`config.mk`:
```
export PLATFORM = sky130hd
export DESIGN_NAME = psum_deskew_fifo
export DESIGN_NICKNAME = d
export VERILOG_FILES = /design/src/rtl/psum_deskew_fifo.sv
export SDC_FILE = /design/constraint.sdc
export NUM_CORES = 2
export LEC_CHECK = 0
export ABC_CLOCK_PERIOD_IN_PS = 6100
export CORE_ASPECT_RATIO = 1.25
export CORE_MARGIN = 10
export CORE_UTILIZATION = 35
export CTS_CLUSTER_SIZE = 30
export DETAILED_ROUTE_END_ITERATION = 8
export DONT_BUFFER_PORTS = 1
export SLEW_MARGIN = 25
export SYNTH_ARGS = -nofsm -noshare
export SYNTH_HDL_FRONTEND = slang
export SYNTH_SLANG_ARGS = --single-unit
```
`constraint.sdc`:
```
create_clock -name clk -period 6.1 [get_ports clk]
set_clock_uncertainty 0.05 [all_clocks]
set_input_delay 1.22 -clock clk [delete_from_list [all_inputs] [get_ports clk]]
set_output_delay 1.22 -clock clk [all_outputs]
set_load 0.1 [all_outputs]
```
`src/rtl/psum_deskew_fifo.sv`:
```
// Per-column deskew buffers below the MAC array: skewed column writes in,
// column-aligned rows out through a pop handshake with FWFT data.
module psum_deskew_fifo #(
    parameter int bw      = 4,
    parameter int psum_bw = 16,
    parameter int col     = 8,
    parameter int depth   = 16
) (
    input  logic                   clk,
    input  logic                   reset,
    input  logic [psum_bw*col-1:0] in_s,
    input  logic [col-1:0]         valid_in,
    input  logic                   rd,
    output logic [psum_bw*col-1:0] out,
    output logic                   o_valid,
    output logic                   o_full,
    output logic                   o_ready,
    output logic                   overflow,
    output logic                   underflow
);

    // bw only rides along for interface parity with the array
    localparam int AW = $clog2(depth) + 0 * bw;
    localparam int PW = AW + 1;
    localparam logic [PW-1:0] DEPTH_P = PW'(depth);

    logic [psum_bw-1:0] mem_q [col][depth];

    logic [PW-1:0] wptr_q [col];
    logic [PW-1:0] wptr_d [col];
    logic [PW-1:0] rptr_q;
    logic [PW-1:0] rptr_d;
    logic          ovf_q;
    logic          ovf_d;
    logic          udf_q;
    logic          udf_d;

    logic [PW-1:0]  cnt [col];
    logic [col-1:0] nonempty;
    logic [col-1:0] full_c;
    logic [col-1:0] wr_en;
    logic [col-1:0] drop;
    logic           pop;

    // occupancy is taken from registered pointers only
    always_comb begin
        for (int c = 0; c < col; c++) begin
            cnt[c]      = wptr_q[c] - rptr_q;
            nonempty[c] = (cnt[c] != '0);
            full_c[c]   = (cnt[c] == DEPTH_P);
        end
    end

    assign o_valid = &nonempty;
    assign o_full  = |full_c;
    assign o_ready = !o_full;
    assign pop     = rd && o_valid;

    // a full column still accepts when the same edge frees a slot
    always_comb begin
        for (int c = 0; c < col; c++) begin
            wr_en[c]  = valid_in[c] && (!full_c[c] || pop);
            drop[c]   = valid_in[c] && full_c[c] && !pop;
            wptr_d[c] = wptr_q[c] + PW'(wr_en[c]);
        end
    end

    always_comb begin
        rptr_d = rptr_q + PW'(pop);
        ovf_d  = ovf_q | (|drop);
        udf_d  = udf_q | (rd && !o_valid);
    end

    always_ff @(posedge clk or posedge reset) begin
        if (reset) begin
            for (int c = 0; c < col; c++) begin
                wptr_q[c] <= '0;
            end
            rptr_q <= '0;
            ovf_q  <= 1'b0;
            udf_q  <= 1'b0;
        end else begin
            for (int c = 0; c < col; c++) begin
                wptr_q[c] <= wptr_d[c];
            end
            rptr_q <= rptr_d;
            ovf_q  <= ovf_d;
            udf_q  <= udf_d;
        end
    end

    // storage is never cleared; pointers alone define contents
    always_ff @(posedge clk) begin
        for (int c = 0; c < col; c++) begin
            if (wr_en[c]) begin
                mem_q[c][wptr_q[c][AW-1:0]] <= in_s[c*psum_bw +: psum_bw];
            end
        end
    end

    always_comb begin
        out = '0;
        for (int c = 0; c < col; c++) begin
            out[c*psum_bw +: psum_bw] = mem_q[c][rptr_q[AW-1:0]];
        end
    end

    assign overflow  = ovf_q;
    assign underflow = udf_q;

endmodule

```
==> summary.md <==
| Metric | Value |
|---|---|
| Dominant cells by area after synthesis | `edfxtp_1 (76%), mux4_2 (18%), dfrtp_1 (1.5%)` |
| DP Worst Slack | `~1400 ps` |
| Post-Route WL | `187 mm` |
| Worst Setup End Kind | `output pin` |
| Residual DRC | `0` |
| # hold bufs at CTS | `0` |
| Max Transition Viols Final | `0` |
| Layout cells sized above 1 | `32.1%` |
| Max-cap violations | `0` |
| CTS tree | `built` |
| Ys async rst share | `~2.2%` |
| Largest net degree at the start of global routing | `roughly 140` |
| Critical path launch point | `rptr_q[1]` |
| Sink Count | `2,095` |
| Post-synth EDFFs | `~2,000` |
| Via count | `between 30,000 and 40,000` |
| Die ar. | `between 200,000 and 300,000 um2` |
| Status | `finished, final reports clean` |
| Synth Register Bits | `between 2,000 and 2,500` |
| Worst-skew pair later-pin latency | `about 870 ps` |
| Netlist cell types | `53` |
| Number of port buffers | `0` |
| Area delta synth->final | `14.5%` |
| Clock Tree Buf Depth | `4` |
| Syn Nets | `roughly 3,600` |
| Cell taking the most area after synthesis | `edfxtp_1` |
| I/O Pins | `around 270` |
| Slew of the pin with the lowest slew margin | `between 1000 and 1500 ps` |
| Layout net count | `3,832` |
| DP Area | `approximately 86,000 um2` |
| GPL Wtd Cong | `approximately 0.74` |
| Commonest register cell after synthesis | `edfxtp_1` |
| Clk slew on worst S/H paths | `around 60 ps` |
| Multi-input gate area | `roughly 18,000 um2` |
| Hold Path Class | `in -> async` |
| Req. time, crit path | `a little under 5000 ps` |
| RSZ-0062 raised after global routing | `no` |
| Post-synth top area share | `~76%` |
| Tcrit/Tclk final | `around nine tenths` |
| Final hold vios | `0` |
| Number of fill cells | `about 20,000` |
| Post-Syn Area | `between 80,000 and 90,000 um2` |
| Effective utilization at floorplan | `35.2%` |
| Total negative slack | `0 ps` |
| GRT Residual Overflow | `0` |
| Syn Inst Count | `3,451` |
| Drt first pass iters | `5` |
| Finish-stage setup viols | `0` |
| CTS Buf Count | `210` |
| Slew headroom | `between 10% and 20%` |
| Register area share after synthesis | `77.3%` |
| ANT nets after route | `0` |
| Die width | `~450 um` |
| Resized Gates After CTS | `0` |
| Core ar. | `roughly 230,000 um2` |
| Die height | `approximately 560 um` |
| Worst setup SP type | `flop` |
| Vias in the first global route | `about 38,000` |
| CP Class | `reg -> out` |
| YS warnings | `0` |
| Worst VDD drop | `between 0.0006 and 0.0007 V` |
| Lkg Pwr | `between 20 and 30 nW` |
| Initial antenna violation count | `3` |
| Mean Syn Cell Area | `approximately 23 um2` |
| HPWL Detailed | `about 110 mm` |
| Fin worst setup slack | `roughly 500 ps` |
| Cell row count | `197` |
| Starting DRT DRC Count | `about 2,500` |
| R2r startpoint | `rptr_q[1]` |
| Reg area | `approximately 63,000 um2` |
| Achievable Freq | `~0.18 GHz` |
| Wirelength per Cell | `about 27 um` |
| Period minus WS final | `about 5600 ps` |
| All-layer global routing usage | `about 15%` |
| Final Instance Area | `about 93,000 um2` |
| Maximum net fanout on the critical path | `19` |
| # H-tree levels | `4` |
| First-pass GRT wire length | `271 mm` |
| Worst EP arrival | `~4300 ps` |
| Setup bufs post-CTS | `0` |
| Total power | `a little over 50 mW` |
| PwrDens | `roughly 550 nW/um2` |
| Root Buffer | `clkbuf_16` |
| Vias per cell | `around 5.2` |
[Yosys cell counts, drive strengths merged (15+ instances only)]
master / n
nor2b: 22
a21oi: 15
mux4: 640
nand2: 128
nor2: 134
nand3: 27
ha: 50
clkbuf: 96
inv: 20
edfxtp: 2048
xor2: 18
buf: 63
xnor2: 27
dfrtp: 47
[worst max-delay path, cell delays in order (launching register included)]
cell and delay [ps]:
dfrtp_4 630, inv_1 310, ha_1 280, a21oi_1 190
o21ai_0 180, a31o_2 260, a22o_1 260, a2111oi_4 700
and3b_1 270, buf_4 340
[path summary, 6_finish.rpt]
| check | slack, ps | end | cells after the start |
|---|---|---|---|
| max reg2reg | 1330 | mem_q[0][706] | 11 |
| min | 390 | wptr_q[30] | 2 |
| max in group asynchronous | 5020 | rptr_q[1] | 2 |
| min reg2reg | 460 | wptr_q[24] | 1 |
| max | 500 | o_valid | 9 |
| min in group clk | 390 | mem_q[0][770] | 0 |
[where the power goes]
group / internal, mW / total (mW) / switching, mW
Combinational: 6.02 / 20.3 / 14.3
Sequential: 17.4 / 18.1 / 0.700
Clock: 7.31 / 12.7 / 5.44
[state kept, by name, summed over array words and instances, names as in the netlist]
signal	flops
wptr_q	40
rptr_q	5
overflow	1
underflow	1
mem_q	2048
[layer usage]
metal	GRT usage [%]	vias to the layer above	routed length, um
met3	4.44	304	13500
met1	17.1	19283	70500
li1	-	15094	-
met4	4.15	0	5030
met2	26.0	863	98300
met5	0	-	0
[cells in the final DEF, fill, tap and decap left out, types with 11 or more instances in the layout]
master	count
edfxtp_1	2048
xnor2_1	27
nor2_2	79
nand2_1	128
dfrtp_1	44
nor2_1	34
nor2b_1	22
inv_1	18
clkinv_2	38
xor2_1	18
clkbuf_1	38
buf_4	126
nor2_4	21
mux4_2	640
clkinv_1	42
ha_1	50
buf_12	11
clkbuf_16	211
bufinv_16	22
nand3_1	27
[kinds of logic (layout without fill, tap and decap cells)]
| family | after synthesis | count (layout) | synth area share (%) |
|---|---|---|---|
| buffers and inverters | 179 | 540 | 0.851 |
| adder cells (fa/ha/maj) | 50 | 50 | 0.772 |
| multiplexers | 641 | 641 | 17.8 |
| other | 0 | 1 | 0 |
| flip-flops | 2095 | 2095 | 77.3 |
| AND/OR/NAND/NOR | 383 | 383 | 2.14 |
| XOR/XNOR | 47 | 47 | 0.545 |
| AO/OA/AOI/OAI | 56 | 56 | 0.568 |
[final cells by class]
class                   instances  area share (%)
diodes                          1         0.00270
clock buffers                 249            5.84
clock inverters               132            1.47
inverters                      20          0.0903
multi-input cells            1177            19.6
flip-flops and latches       2095            67.5
well taps                    3084            4.16
repair buffers                139            1.30
[metrics by stage]
step | utilization (%) | hold WS, ps | std cells
after floorplan | - | 414 | 3451
after global placement | 37.3 | 449 | 6515
after detailed placement | 37.3 | 450 | 6515
after CTS | 40.2 | 308 | 6896
after global routing | 40.3 | 331 | 6897
final | 40.3 | 389 | 6897
Note: power is estimated with default switching activity, not from simulation.
